## src/rtl/spi_arbiter_pkg.sv

```systemverilog
// Shared definitions for the SPI master arbiter: FSM encoding, defaults, word width.
package spi_arbiter_pkg;

    localparam int SPI_WORD_W         = 16;
    localparam int DEF_TIMEOUT_CYCLES = 4096;
    localparam int DEF_GAP_CYCLES     = 8;

    typedef enum logic [2:0] {
        ST_IDLE      = 3'd0,
        ST_START     = 3'd1,
        ST_WAIT_DONE = 3'd2,
        ST_RESP      = 3'd3,
        ST_ABORT     = 3'd4,
        ST_GAP       = 3'd5
    } arb_state_t;

    // Increment an index, wrapping to zero after modulus-1.
    function automatic int wrap_inc(input int idx, input int modulus);
        if (idx >= modulus - 1) begin
            return 0;
        end else begin
            return idx + 1;
        end
    endfunction

endpackage

```

## src/rtl/spi_arbiter_rr_arbiter.sv

```systemverilog
// Combinational round-robin picker: first set request at or after the pointer, wrapping.
module rr_arbiter
    import spi_arbiter_pkg::*;
#(
    parameter int N_REQ = 4,
    parameter int PTR_W = 2
) (
    input  logic [N_REQ-1:0] i_req,
    input  logic [PTR_W-1:0] i_ptr,
    output logic [N_REQ-1:0] o_grant,
    output logic [PTR_W-1:0] o_idx,
    output logic             o_any
);

    logic w_found;

    // Scan from the pointer upwards (modulo N_REQ) and stop at the first request.
    always_comb begin
        o_grant = '0;
        o_idx   = '0;
        w_found = 1'b0;
        for (int k = 0; k < N_REQ; k++) begin
            if (!w_found && i_req[(int'(i_ptr) + k) % N_REQ]) begin
                w_found = 1'b1;
                o_grant[(int'(i_ptr) + k) % N_REQ] = 1'b1;
                o_idx   = PTR_W'((int'(i_ptr) + k) % N_REQ);
            end else begin
                w_found = w_found;
            end
        end
        o_any = w_found;
    end

endmodule

```

## src/rtl/spi_arbiter.sv

```systemverilog
// Round-robin sharing of one SPI master among N_REQ requesters, with start
// handshake, done-edge detection, timeout abort and chip-select demux.
module spi_arbiter
    import spi_arbiter_pkg::*;
#(
    parameter int N_REQ          = 4,
    parameter int TIMEOUT_CYCLES = DEF_TIMEOUT_CYCLES,
    parameter int GAP_CYCLES     = DEF_GAP_CYCLES
) (
    input  logic                         clk,
    input  logic                         reset,
    input  logic [N_REQ-1:0]             req,
    input  logic [SPI_WORD_W*N_REQ-1:0]  req_data,
    output logic [N_REQ-1:0]             grant,
    output logic [N_REQ-1:0]             rsp_valid,
    output logic                         rsp_err,
    output logic [SPI_WORD_W-1:0]        rsp_data,
    output logic                         spi_start,
    output logic [SPI_WORD_W-1:0]        spi_tx,
    input  logic [SPI_WORD_W-1:0]        spi_rx,
    input  logic                         spi_done,
    input  logic                         spi_busy,
    input  logic                         spi_cs,
    output logic [N_REQ-1:0]             cs_out
);

    localparam int PTR_W   = (N_REQ > 1) ? $clog2(N_REQ) : 1;
    localparam int TIMER_W = $clog2(TIMEOUT_CYCLES) + 1;
    localparam logic [TIMER_W-1:0] TO_LAST   = TIMER_W'(TIMEOUT_CYCLES - 1);
    localparam logic [TIMER_W-1:0] GAP_LAST  = TIMER_W'(GAP_CYCLES - 1);
    localparam logic [TIMER_W-1:0] TIMER_MAX = {TIMER_W{1'b1}};

    arb_state_t              r_state;
    arb_state_t              w_state_nxt;
    logic [PTR_W-1:0]        r_ptr;
    logic [PTR_W-1:0]        w_ptr_nxt;
    logic [TIMER_W-1:0]      r_timer;
    logic [TIMER_W-1:0]      w_timer_nxt;
    logic [TIMER_W-1:0]      w_timer_inc;
    logic [N_REQ-1:0]        r_grant;
    logic [N_REQ-1:0]        w_grant_nxt;
    logic [N_REQ-1:0]        r_rsp_valid;
    logic [N_REQ-1:0]        w_rsp_valid_nxt;
    logic                    r_rsp_err;
    logic                    w_rsp_err_nxt;
    logic [SPI_WORD_W-1:0]   r_rsp_data;
    logic [SPI_WORD_W-1:0]   w_rsp_data_nxt;
    logic                    r_spi_start;
    logic                    w_spi_start_nxt;
    logic [SPI_WORD_W-1:0]   r_spi_tx;
    logic [SPI_WORD_W-1:0]   w_spi_tx_nxt;

    logic                    r_done_q;
    logic                    r_done_qq;
    logic                    r_busy_q;
    logic                    w_done_rise;

    logic [N_REQ-1:0]        w_arb_grant;
    logic [PTR_W-1:0]        w_arb_idx;
    logic                    w_arb_any;

    rr_arbiter #(
        .N_REQ (N_REQ),
        .PTR_W (PTR_W)
    ) u_rr_arbiter (
        .i_req   (req),
        .i_ptr   (r_ptr),
        .o_grant (w_arb_grant),
        .o_idx   (w_arb_idx),
        .o_any   (w_arb_any)
    );

    // The master's status lines move on divided-clock edges derived from clk,
    // so a single register stage is enough before use.
    assign w_done_rise = r_done_q & ~r_done_qq;

    // Phase timer steps up but sticks at all-ones rather than wrapping.
    assign w_timer_inc = (r_timer == TIMER_MAX) ? r_timer : (r_timer + TIMER_W'(1));

    // Capture master status lines and the previous done level for edge detection.
    always_ff @(posedge clk or negedge reset) begin
        if (!reset) begin
            r_done_q  <= 1'b0;
            r_done_qq <= 1'b0;
            r_busy_q  <= 1'b0;
        end else begin
            r_done_q  <= spi_done;
            r_done_qq <= r_done_q;
            r_busy_q  <= spi_busy;
        end
    end

    // Next-state and next-output decode for the transaction sequencer.
    always_comb begin
        w_state_nxt     = r_state;
        w_ptr_nxt       = r_ptr;
        w_timer_nxt     = r_timer;
        w_grant_nxt     = r_grant;
        w_rsp_valid_nxt = '0;
        w_rsp_err_nxt   = 1'b0;
        w_rsp_data_nxt  = r_rsp_data;
        w_spi_start_nxt = r_spi_start;
        w_spi_tx_nxt    = r_spi_tx;
        case (r_state)
            ST_IDLE: begin
                if (w_arb_any) begin
                    w_grant_nxt     = w_arb_grant;
                    w_spi_tx_nxt    = req_data[int'(w_arb_idx)*SPI_WORD_W +: SPI_WORD_W];
                    w_timer_nxt     = '0;
                    w_spi_start_nxt = 1'b1;
                    w_ptr_nxt       = PTR_W'(wrap_inc(int'(w_arb_idx), N_REQ));
                    w_state_nxt     = ST_START;
                end else begin
                    w_state_nxt     = ST_IDLE;
                end
            end
            ST_START: begin
                // Busy is checked first so it wins over a coincident timeout.
                if (r_busy_q) begin
                    w_spi_start_nxt = 1'b0;
                    w_timer_nxt     = '0;
                    w_state_nxt     = ST_WAIT_DONE;
                end else if (r_timer == TO_LAST) begin
                    w_spi_start_nxt = 1'b0;
                    w_state_nxt     = ST_ABORT;
                end else begin
                    w_timer_nxt     = w_timer_inc;
                end
            end
            ST_WAIT_DONE: begin
                // Done is checked first so it wins over a coincident timeout.
                if (w_done_rise) begin
                    w_rsp_data_nxt  = spi_rx;
                    w_state_nxt     = ST_RESP;
                end else if (r_timer == TO_LAST) begin
                    w_state_nxt     = ST_ABORT;
                end else begin
                    w_timer_nxt     = w_timer_inc;
                end
            end
            ST_RESP: begin
                w_rsp_valid_nxt = r_grant;
                w_rsp_err_nxt   = 1'b0;
                w_grant_nxt     = '0;
                w_timer_nxt     = '0;
                w_state_nxt     = ST_GAP;
            end
            ST_ABORT: begin
                w_rsp_valid_nxt = r_grant;
                w_rsp_err_nxt   = 1'b1;
                w_rsp_data_nxt  = '0;
                w_spi_start_nxt = 1'b0;
                w_grant_nxt     = '0;
                w_timer_nxt     = '0;
                w_state_nxt     = ST_GAP;
            end
            ST_GAP: begin
                // Chip selects stay high for GAP_CYCLES; no arbitration here.
                if (r_timer == GAP_LAST) begin
                    w_timer_nxt = '0;
                    w_state_nxt = ST_IDLE;
                end else begin
                    w_timer_nxt = w_timer_inc;
                end
            end
            default: begin
                w_grant_nxt     = '0;
                w_spi_start_nxt = 1'b0;
                w_timer_nxt     = '0;
                w_state_nxt     = ST_IDLE;
            end
        endcase
    end

    // FSM state register.
    always_ff @(posedge clk or negedge reset) begin
        if (!reset) begin
            r_state <= ST_IDLE;
        end else begin
            r_state <= w_state_nxt;
        end
    end

    // Datapath and output registers: pointer, timer, grant, response, master drive.
    always_ff @(posedge clk or negedge reset) begin
        if (!reset) begin
            r_ptr       <= '0;
            r_timer     <= '0;
            r_grant     <= '0;
            r_rsp_valid <= '0;
            r_rsp_err   <= 1'b0;
            r_rsp_data  <= '0;
            r_spi_start <= 1'b0;
            r_spi_tx    <= '0;
        end else begin
            r_ptr       <= w_ptr_nxt;
            r_timer     <= w_timer_nxt;
            r_grant     <= w_grant_nxt;
            r_rsp_valid <= w_rsp_valid_nxt;
            r_rsp_err   <= w_rsp_err_nxt;
            r_rsp_data  <= w_rsp_data_nxt;
            r_spi_start <= w_spi_start_nxt;
            r_spi_tx    <= w_spi_tx_nxt;
        end
    end

    assign grant     = r_grant;
    assign rsp_valid = r_rsp_valid;
    assign rsp_err   = r_rsp_err;
    assign rsp_data  = r_rsp_data;
    assign spi_start = r_spi_start;
    assign spi_tx    = r_spi_tx;

    // Only the owner sees the master's chip select; the grant register being
    // one-hot guarantees at most one device select is low.
    assign cs_out = ~r_grant | {N_REQ{spi_cs}};

endmodule

```

## config.mk

```make
export PLATFORM = sky130hd
export DESIGN_NAME = spi_arbiter
export DESIGN_NICKNAME = d
export VERILOG_FILES = /design/src/rtl/spi_arbiter_pkg.sv /design/src/rtl/spi_arbiter_rr_arbiter.sv /design/src/rtl/spi_arbiter.sv
export SDC_FILE = /design/constraint.sdc
export NUM_CORES = 1
export LEC_CHECK = 0
export CORE_ASPECT_RATIO = 2
export CORE_MARGIN = 2
export CORE_UTILIZATION = 50
export CTS_CLUSTER_SIZE = 12
export DETAILED_ROUTE_END_ITERATION = 8
export PLACE_DENSITY = 0.84
export SYNTH_ARGS = -nofsm -noshare
export SYNTH_HDL_FRONTEND = slang
export SYNTH_SLANG_ARGS = --single-unit
export TNS_END_PERCENT = 30
```

## constraint.sdc

```tcl
create_clock -name clk -period 7.79 [get_ports clk]
set_clock_uncertainty 0.1 [all_clocks]
set_input_delay 1.558 -clock clk [delete_from_list [all_inputs] [get_ports clk]]
set_output_delay 1.558 -clock clk [all_outputs]
set_load 0.02 [all_outputs]
```

# Yosys cells after proc, flatten, opt, wreduce, memory -nomap -nowiden
# Cells that the tools add are included.
# Widths: inputs -> output; s select.
[word_totals]
ff_bits = 63
wordCells = 130
out_inout_bits = 46
inputBits = 89
[classes]
add_sub_neg = 5
reduce_logical = 23
n_lt_le_gt_ge = 9
n_eq_ne = 13
mux = 55
n_bitwise = 12
n_shift = 1
[ops]
columns = ["cell", "count"]
rows = [
  ["$mux 13", 6],
  ["$shiftx 64x7->16", 1],
  ["$pmux 13 s4", 1],
  ["$pmux 16 s2", 1],
  ["$mux 4", 6],
  ["$mux 1", 20],
  ["$mux 16", 1],
  ["$or 4x4->4", 4],
  ["$pmux 3 s5", 1],
  ["$add 13x1->13 const B", 1],
  ["$eq 13x12->1 const B", 1],
  ["$eq 13x13->1 const B", 1],
  ["$eq 13x3->1 const B", 1],
  ["$lt 3x4->1 const B", 3],
  ["$mux 3", 4],
  ["$mux 2", 5],
  ["$ge 3x1->1 const B", 3],
  ["$bmux 1 s2", 4],
  ["$demux 1 s2", 4],
  ["$pmux 4 s2", 1],
  ["$reduce_and 2->1", 4],
  ["$reduce_or 2->1", 4],
  ["$logic_and 1x1->1", 7],
  ["$eq 3x2->1 const B", 2],
  ["other kinds (20)", 32],
]

# Longest topological paths before layout
# Gate-level depths: netlist (run 1).
[depth]
word_depth = 16
ltp_mapped = 11

# Cells and area by module
# Synthesis (run 1) repeated with hierarchy kept, for this count alone.
[unflattened]
hier_cells = 392
hier_area_um2 = 3778.6
[by_module_without_submodules]
columns = ["mod", "seq_area_each_um2", "instances", "area_each_um2", "cells_per_inst"]
rows = [
  ["spi_arbiter", 1576.5, 1, 3359.5, 347],
  ["rr_arbiter", 0.0, 1, 419.2, 45],
]

# Worst setup path before layout (run 1)
# Ideal clock, no wire load.
[synth_timing]
path_kind = "input -> register"
start = "in req[2]"
end = "reg r_spi_tx[10] (netlist: spi_tx[10])"
setup_ns = 0.135
arrival_ns = 3.409
path_stages = 8
setup_slack_ns = 4.147
required_ns = 7.555
cell_sequence = "buf_2 -> mux4_2 -> buf_6 -> or4_4 -> buf_6 -> buf_6 -> a221oi_2 -> o31ai_1"
[synth_between]
elab_chain_len = 13
word_cells_on_any_way = 27
cone_classes = "shift: 1; mux: 19; reduce/logical: 7"
[synth_lines]
columns = ["element", "line", "source"]
rows = [
  ["from (decl)", "spi_arbiter.sv:12", "input logic [N_REQ-1:0] req,"],
  ["$bmux 1 s2", "spi_arbiter_rr_arbiter.sv:23", "if (!w_found && i_req[(int'(i_ptr) + k) % N_REQ]) begin"],
  ["$mux 1 (implied by the code)", "spi_arbiter_rr_arbiter.sv:23", ""],
  ["$mux 1", "spi_arbiter_rr_arbiter.sv:23", ""],
  ["$logic_not 1->1", "spi_arbiter_rr_arbiter.sv:23", ""],
  ["$logic_and 1x1->1", "spi_arbiter_rr_arbiter.sv:23", ""],
  ["$mux 1", "spi_arbiter_rr_arbiter.sv:23", ""],
  ["$logic_not 1->1", "spi_arbiter_rr_arbiter.sv:23", ""],
  ["$logic_and 1x1->1", "spi_arbiter_rr_arbiter.sv:23", ""],
  ["$mux 1", "spi_arbiter_rr_arbiter.sv:23", ""],
  ["$logic_not 1->1", "spi_arbiter_rr_arbiter.sv:23", ""],
  ["$logic_and 1x1->1", "spi_arbiter_rr_arbiter.sv:23", ""],
  ["$mux 2 or $mux 1 (tied branches)", "spi_arbiter_rr_arbiter.sv:23", ""],
  ["$shiftx 64x7->16 or $reduce_and 2->1 (tied branches)", "-", ""],
  ["to (signal assigned)", "spi_arbiter.sv:203", "r_spi_tx <= w_spi_tx_nxt;"],
  ["to (decl)", "spi_arbiter.sv:50", "logic [SPI_WORD_W-1:0] r_spi_tx;"],
]
# Parallel ways exist; a longest one is shown, timed or not. The select of a mux whose other input is x is not followed.
# A chain may end at the register's enable or synchronous reset.

# Worst setup path after layout (run 1)
[layout_timing]
start = "in req[1]"
end = "reg r_spi_tx[7] (netlist: spi_tx[7])"
# The elaborated chain is that of the path after synthesis.

==> reports/metrics.csv, run 1 <==
stage;metric;value;unit
synthesis;async_reset_ff_share;100.0;%
floorplan;rows;46;
place;port_buffers;134;
clock_network;root_buffer;clkbuf_16;
sta;whs;0.3083;ns
clock_network;cts_setup_buffers;0;
floorplan;dieArea;0.008712;mm^2
floorplan;die_w;67.01;um
finish;final_nets;643;
clock_network;cts_inserted_buffers;9;
clock_network;holdBufCountCts;0;
synthesis;synth.cells.most_frequent;66 x nand2_1, 63 x dfrtp_1, 35 x and3_1;
power_and_ir_drop;p_leak;2.304;nW
finish;syn_to_final_growth;41.19;%
setup_path;path_buf_inv;1;
power_and_ir_drop;power_density;368.0;mW/mm^2
setup_path;reg2reg_depth;6;
synthesis;synthDistinctLibCells;61;
synthesis;seq_area_frac_synth;39.71;%
synthesis;synth_most_common_cell;nand2_1;
clock_network;clkTransAtPathRegs;0.06;ns
synthesis;synth_warnings;0;
route;ant_nets;0;
sta;layout_min_cycle_time;5.005;ns
setup_path;cpMaxStageDelayCell;nand2_1;
setup_path;critPathKind;input port to flip-flop;
clock_network;cts_buffer_depth;2;
run;cap_violations;0;
worst_hold_path;min_to;r_done_qq;
sta;period_share;64.25;%
setup_path;r2r_end;spi_tx[7];
sta;layout_setup_ws;2.785;ns
setup_path;critical_path_arrival;5.11;ns
floorplan;core_area;0.007828;mm^2
place;dp_slack;2.513;ns
synthesis;synth_edf_count;0;
setup_path;required;7.89;ns
place;dp_hpwl;7.443;mm
clock_network;cts_num_sinks;63;
route;drt_first_pass_iters;5;
synthesis;syn-num-nets;527;
synthesis;syn_inst;429;
floorplan;initial_core_util;50.72;%
global_route;antenna_found_initial;0;
place;gp_congestion;0.8773;
sta;rsz0062_at_grt;no;
floorplan;ios;135;
setup_path;r2r-start;r_ptr[0];
setup_path;crit_chain;clkdlybuf4s50_1 > nor2_1 > o32a_1 > nand2_1 > a2111oi_0 > o31ai_1;
route;num_vias;3973;
route;avgViaCountPerCell;6.150;
setup_path;worst_setup_path_start_kind;input port;
outcome;status;finished, final reports clean;
setup_path;r2r_slack;3.23;ns
place;dpl.cell_count;630;
synthesis;synth_top_area_cell;dfrtp_1;
synthesis;ys_top_cells_by_area;dfrtp_1 40%, nand2_1 6.2%, and3_1 5.5%;
route;wirelength;10.72;mm
finish;drive_gt1_share;7.818;%
route;wl_per_cell;16.59;um
sta;tns;0;ns
setup_path;cp_top_family;compound AO/OA/AOI/OAI gates;
clock_network;ctsResizeCount;0;
synthesis;yosys_register_bits;63;
finish;fill_cells;619;
route;drc_errors;0;
synthesis;syn_avg_cell_area;9.254;um^2
sta;relSlewSlack;18.78;%
worst_hold_path;hp-class;flip-flop to flip-flop;
setup_path;path_max_fanout;35;
setup_path;max_stage_delay;0.98;ns
global_route;grt_max_degree;64;
sta;tightest_slew;1.215;ns
global_route;grtUsageTotal;25.71;%
worst_hold_path;hold_depth;0;
global_route;overflow;0;
finish;num_antenna_cells;0;
synthesis;synth_area;0.003970;mm^2
sta;final_hold_viol_count;0;
route;drtIter0Drc;427;
power_and_ir_drop;ir_worst_vdd;0.0002275;V
setup_path;cp-end-kind;flip-flop;
global_route;grt_pass1_wl;17.53;mm
worst_hold_path;hp-start;r_done_q;
synthesis;yosysTopAreaCellShare;39.71;%
clock_network;cts_tree;yes;
clock_network;htreeDepth;3;
sta;slew_viol_final;0;
sta;finalSetupViolations;0;
sta;max_freq;199.8;MHz
clock_network;insertion_delay;0.34;ns
synthesis;synth_flop_cell;dfrtp_1;
floorplan;die_h;130.0;um
finish;finalNonFillerCells;646;
global_route;grt_pass1_vias;3790;
==> layout by cell type, fill, tap and decap left out, types with 3 or more instances in the layout <==
| cell type | count |
|---|---|
| mux4_2 | 3 |
| clkbuf_16 | 9 |
| nor2_1 | 15 |
| a22o_1 | 4 |
| nand2_1 | 66 |
| a221oi_2 | 10 |
| nand3_1 | 6 |
| clkinvlp_4 | 3 |
| nand4_1 | 3 |
| a221oi_1 | 7 |
| nand3b_1 | 3 |
| nor3_1 | 6 |
| a211oi_1 | 3 |
| nand2b_1 | 12 |
| dfrtp_1 | 63 |
| o41ai_1 | 3 |
| o31ai_1 | 18 |
| o21a_1 | 3 |
| o221ai_1 | 4 |
| nor4_1 | 6 |
| a2111oi_0 | 16 |
| nor2b_1 | 5 |
| and3_1 | 35 |
| inv_1 | 6 |
| o21ai_0 | 23 |
| buf_4 | 6 |
| a21o_1 | 3 |
| a21oi_1 | 13 |
| and2_1 | 6 |
| clkdlybuf4s50_1 | 133 |
| a311oi_1 | 4 |
| mux2i_1 | 6 |
| ha_1 | 9 |
==> stage by stage <==
step,cell area (um^2),power [mW],utilization (%)
after floorplan,3970,1.294,-
after global placement,5301,1.620,67.73
after detailed placement,5301,1.649,67.73
after CTS,5605,2.063,71.61
after global routing,5605,2.206,71.61
final,5605,2.063,71.61
==> logic make-up after synthesis <==
group | Yosys count | synth area share [%]
AOI/OAI and AO/OA | 130 | 25.94
xor gates and xnor gates | 1 | 0.2207
DFF | 63 | 39.71
buffers and inverters | 41 | 4.979
and+or+nand+nor | 175 | 22.82
adders and majority gates | 9 | 2.836
muxes | 10 | 3.498
==> how the worst max path moves through the flow <==
stage                     startpoint    endpoint  slack, ns  cells past startpoint
after floorplan               req[2]  spi_tx[10]       4.15                      8
after global placement        req[1]  spi_tx[10]       2.65                      6
after detailed placement      req[1]   spi_tx[7]       2.51                      6
after CTS                     req[1]   spi_tx[7]       2.87                      6
after global routing          req[1]   spi_tx[7]       2.51                      6
final                         req[1]   spi_tx[7]       2.79                      6
==> final cells by class <==
| cell class | count | area [um^2] | area share, % |
|---|---|---|---|
| well taps | 96 | 120.1 | 2.143 |
| inverters | 6 | 22.52 | 0.4018 |
| flip-flops and latches | 63 | 1577 | 28.12 |
| clock buffers | 9 | 225.2 | 4.018 |
| repair buffers | 140 | 1381 | 24.64 |
| clock inverters | 7 | 78.83 | 1.406 |
| multi-input cells | 325 | 2201 | 39.26 |
==> sequential cells by signal (all words and copies together), names as in the netlist <==
signal / count
r_timer: 13
r_state: 3
grant: 4
r_ptr: 2
rsp_err: 1
spi_start: 1
r_done_q: 1
rsp_valid: 4
r_done_qq: 1
r_busy_q: 1
spi_tx: 16
rsp_data: 16
==> report_power, final <==
part	leakage [nW]	internal, mW	switching, mW	total, mW
Clock	0.139	0.250	0.157	0.407
Sequential	0.827	0.439	0.106	0.545
Combinational	1.34	0.494	0.616	1.11
==> layer usage <==
metal	vias up	global-route usage [%]	part of all wire, %
met1	1900	34.31	41
met2	180	40.19	50
met5	-	0	0
li1	1872	-	-
met3	21	7.586	7.9
met4	0	7.803	1.7
Note: power is estimated with default switching activity, not from simulation.
==> run 2, diff against run 1 <==
--- a/config.mk
+++ b/config.mk
@@ -7,10 +7,10 @@
 export LEC_CHECK = 0
 export CORE_ASPECT_RATIO = 2
 export CORE_MARGIN = 2
-export CORE_UTILIZATION = 50
+export CORE_UTILIZATION = 42
 export CTS_CLUSTER_SIZE = 12
 export DETAILED_ROUTE_END_ITERATION = 8
-export PLACE_DENSITY = 0.84
+export PLACE_DENSITY = 0.75
 export SYNTH_ARGS = -nofsm -noshare
 export SYNTH_HDL_FRONTEND = slang
 export SYNTH_SLANG_ARGS = --single-unit
==> constraint.sdc (replaced) <==
create_clock -name clk -period 4.3 [get_ports clk]
set_clock_uncertainty 0.1 [all_clocks]
set_input_delay 0.86 -clock clk [delete_from_list [all_inputs] [get_ports clk]]
set_output_delay 0.86 -clock clk [all_outputs]
set_load 0.02 [all_outputs]
==> reports/metrics.csv, run 2 (same netlist as run 1, synthesis figures left out) <==
stage;metric;value;unit;change
route;drc_errors;0;;unchanged
place;dpl_cell_area;0.005356;mm^2;+1.0%
setup_path;required;4.42;ns;-3.47 ns
route;num_vias;3933;;-1.0%
setup_path;critical_path_arrival;3.85;ns;-1.26 ns
setup_path;crit_chain;clkdlybuf4s50_1 > mux4_2 > nor4_2 > a2111oi_0 > o31ai_1;;
power_and_ir_drop;p_leak;2.338;nW;+1.4%
setup_path;cp_top_family;simple AND/OR/NAND/NOR gates;;
sta;finalSetupViolations;0;;unchanged
floorplan;die_w;72.75;um;+8.6%
setup_path;critPathKind;input port to flip-flop;;
clock_network;cts_num_sinks;63;;unchanged
route;avgViaCountPerCell;5.950;;-3.3%
finish;final_nets;649;;+0.93%
finish;final_area;0.005655;mm^2;+0.89%
setup_path;reg2reg_depth;8;;+2
power_and_ir_drop;ir_worst_vdd;0.0005021;V;+120%
setup_path;cp-end-kind;flip-flop;;
power_and_ir_drop;p_switching;1.596;mW;+81%
clock_network;cts_setup_buffers;0;;unchanged
place;gp_congestion;0.9335;;+6.4%
finish;finalNonFillerCells;661;;+2.3%
sta;slew_viol_final;0;;unchanged
global_route;grt_pass1_vias;3928;;+3.6%
setup_path;r2r_slack;0.95;ns;-2.28 ns
place;dpl.cell_count;644;;+2.2%
power_and_ir_drop;p_comb_share;56.1;%;+2.3 points
floorplan;rows;50;;+8.7%
clock_network;holdBufCountCts;0;;unchanged
power_and_ir_drop;switching_share;42.26;%;-0.38 points
finish;final_common_cell;clkdlybuf4s50_1;;
sta;tightest_slew;1.398;ns;+0.1825 ns
clock_network;htreeDepth;3;;unchanged
finish;drive_gt1_share;8.633;%;+0.81 points
sta;rsz0062_at_grt;no;;
setup_path;worst_setup_path_start_kind;input port;;
global_route;grtUsageTotal;24.02;%;-1.7 points
sta;relSlewSlack;6.036;%;-13 points
clock_network;ctsResizeCount;0;;unchanged
route;ant_nets;0;;unchanged
power_and_ir_drop;power.share.clock;18.5;%;-1.3 points
power_and_ir_drop;power_density;667.8;mW/mm^2;+81%
setup_path;cpMaxStageDelayCell;nor4_2;;
power_and_ir_drop;seqPwrFrac;25.4;%;-1.0 points
floorplan;die_h;141.5;um;+8.8%
global_route;grt_pass1_wl;19.12;mm;+9.1%
finish;syn_to_final_growth;42.45;%;
place;port_buffers;134;;unchanged
sta;period_share;86.73;%;
sta;max_freq;268.1;MHz;
route;drt_first_pass_iters;5;;unchanged
worst_hold_path;hp-class;flip-flop to flip-flop;;
clock_network;cts_buffer_depth;2;;unchanged
floorplan;core_area;0.009259;mm^2;+18%
floorplan;ios;135;;unchanged
clock_network;cts_inserted_buffers;9;;unchanged
sta;tns;0;ns;unchanged
finish;final_cell_mix;133 x clkdlybuf4s50_1, 66 x nand2_1, 63 x dfrtp_1, 35 x and3_1, 23 x o21ai_0;;
global_route;overflow;0;;unchanged
floorplan;dieArea;0.01029;mm^2;+18%
worst_hold_path;hold_depth;0;;unchanged
outcome;status;finished, final reports clean;;
floorplan;initial_core_util;42.88;%;-7.8 points
power_and_ir_drop;p_int;2.181;mW;+84%
setup_path;path_depth;5;;-1
setup_path;max_stage_delay;1.19;ns;+0.21 ns
setup_path;path_buf_inv;1;;unchanged
clock_network;root_buffer;clkbuf_16;;
place;dp_hpwl;9.187;mm;+23%
sta;layout_min_cycle_time;3.729;ns;
run;cap_violations;0;;unchanged
power_and_ir_drop;power;3.776;mW;+83%
global_route;grt_max_degree;43;;-33%
route;wl_per_cell;17.96;um;+8.3%
route;wirelength;11.87;mm;+11%
route;drtIter0Drc;209;;-51%
clock_network;clkTransAtPathRegs;0.05;ns;about the same
sta;final_hold_viol_count;0;;unchanged
clock_network;cts_tree;yes;;
global_route;antenna_found_initial;1;;+1
setup_path;path_max_fanout;16;;-54%
clock_network;insertion_delay;0.33;ns;about the same
## run 2: changes by cell type in the layout (fill, tap and decap cells not counted), moves of 2 or more
cell / delta
buf_4: +6
clkinvlp_4: -2
inv_6: -2
clkbuf_8: +4
## run 2: area by class of cell
| class | count | area, um^2 |
|---|---|---|
| multi-input cells | 325 | 2201 |
| fillers | 816 | 3603 |
| flip-flops and latches | 63 | 1577 |
| diodes | 1 | 2.502 |
| clock inverters | 2 | 12.51 |
| inverters | 6 | 22.52 |
| well taps | 104 | 130.1 |
| clock buffers | 14 | 284.0 |
| repair buffers | 146 | 1426 |
## run 2: through the flow
stage | setup WS (ns) | utilization (%) | hold WS [ns]
2_1_floorplan | 1.313 | - | 0.2674
3_3_place_gp | 0.4326 | 57.85 | 0.2873
4_1_cts | 0.6617 | 61.05 | 0.3105
3_5_place_dp | 0.3010 | 57.85 | 0.2987
6_report | 0.5706 | 61.08 | 0.3073
5_1_grt | 0.4518 | 61.08 | 0.3233
## run 2: path summary, 6_finish.rpt
check / to / startpoint
worst min-delay path: r_done_qq / r_done_q
max in group asynchronous: r_busy_q / reset
worst min register to register: r_done_qq / r_done_q
min in group asynchronous: spi_tx[13] / reset
worst max-delay path: spi_tx[10] / req[1]
worst max register to register: spi_tx[10] / r_ptr[0]
## run 2: power groups by stage
stage	registers, mW	logic [mW]	clock network [mW]
final	0.959	2.12	0.700
after detailed placement	0.967	2.11	0
after CTS	0.960	2.11	0.715
after global routing	0.989	2.29	0.739
after floorplan	1.12	1.23	0
after global placement	0.959	2.06	0
## run 2: per-layer routing
| layer | vias up | part of all wire [%] | global-route usage [%] |
|---|---|---|---|
| met1 | 1837 | 35 | 23.62 |
| met5 | - | 0 | 0 |
| li1 | 1874 | - | - |
| met3 | 29 | 6.4 | 5.398 |
| met4 | 0 | 6.1 | 17.15 |
| met2 | 193 | 53 | 42.54 |
## run 2: worst reg2reg max path: stages (launching register included)
cell and delay, ns:
dfrtp_1 0.32, buf_4 0.24, inv_1 0.22, ha_1 0.45, nand2b_1 0.13, o22ai_1 0.12
nor4_2 1.14, a2111oi_0 0.20, o31ai_1 0.32
==> run 3, diff against run 2 <==
--- a/config.mk
+++ b/config.mk
@@ -10,6 +10,7 @@
 export CORE_UTILIZATION = 42
 export CTS_CLUSTER_SIZE = 12
 export DETAILED_ROUTE_END_ITERATION = 8
+export HOLD_SLACK_MARGIN = 0.12
 export PLACE_DENSITY = 0.75
 export SYNTH_ARGS = -nofsm -noshare
 export SYNTH_HDL_FRONTEND = slang
==> results of run 3 <==
The final DEF is identical to that of run 2; final timing and power are the same.
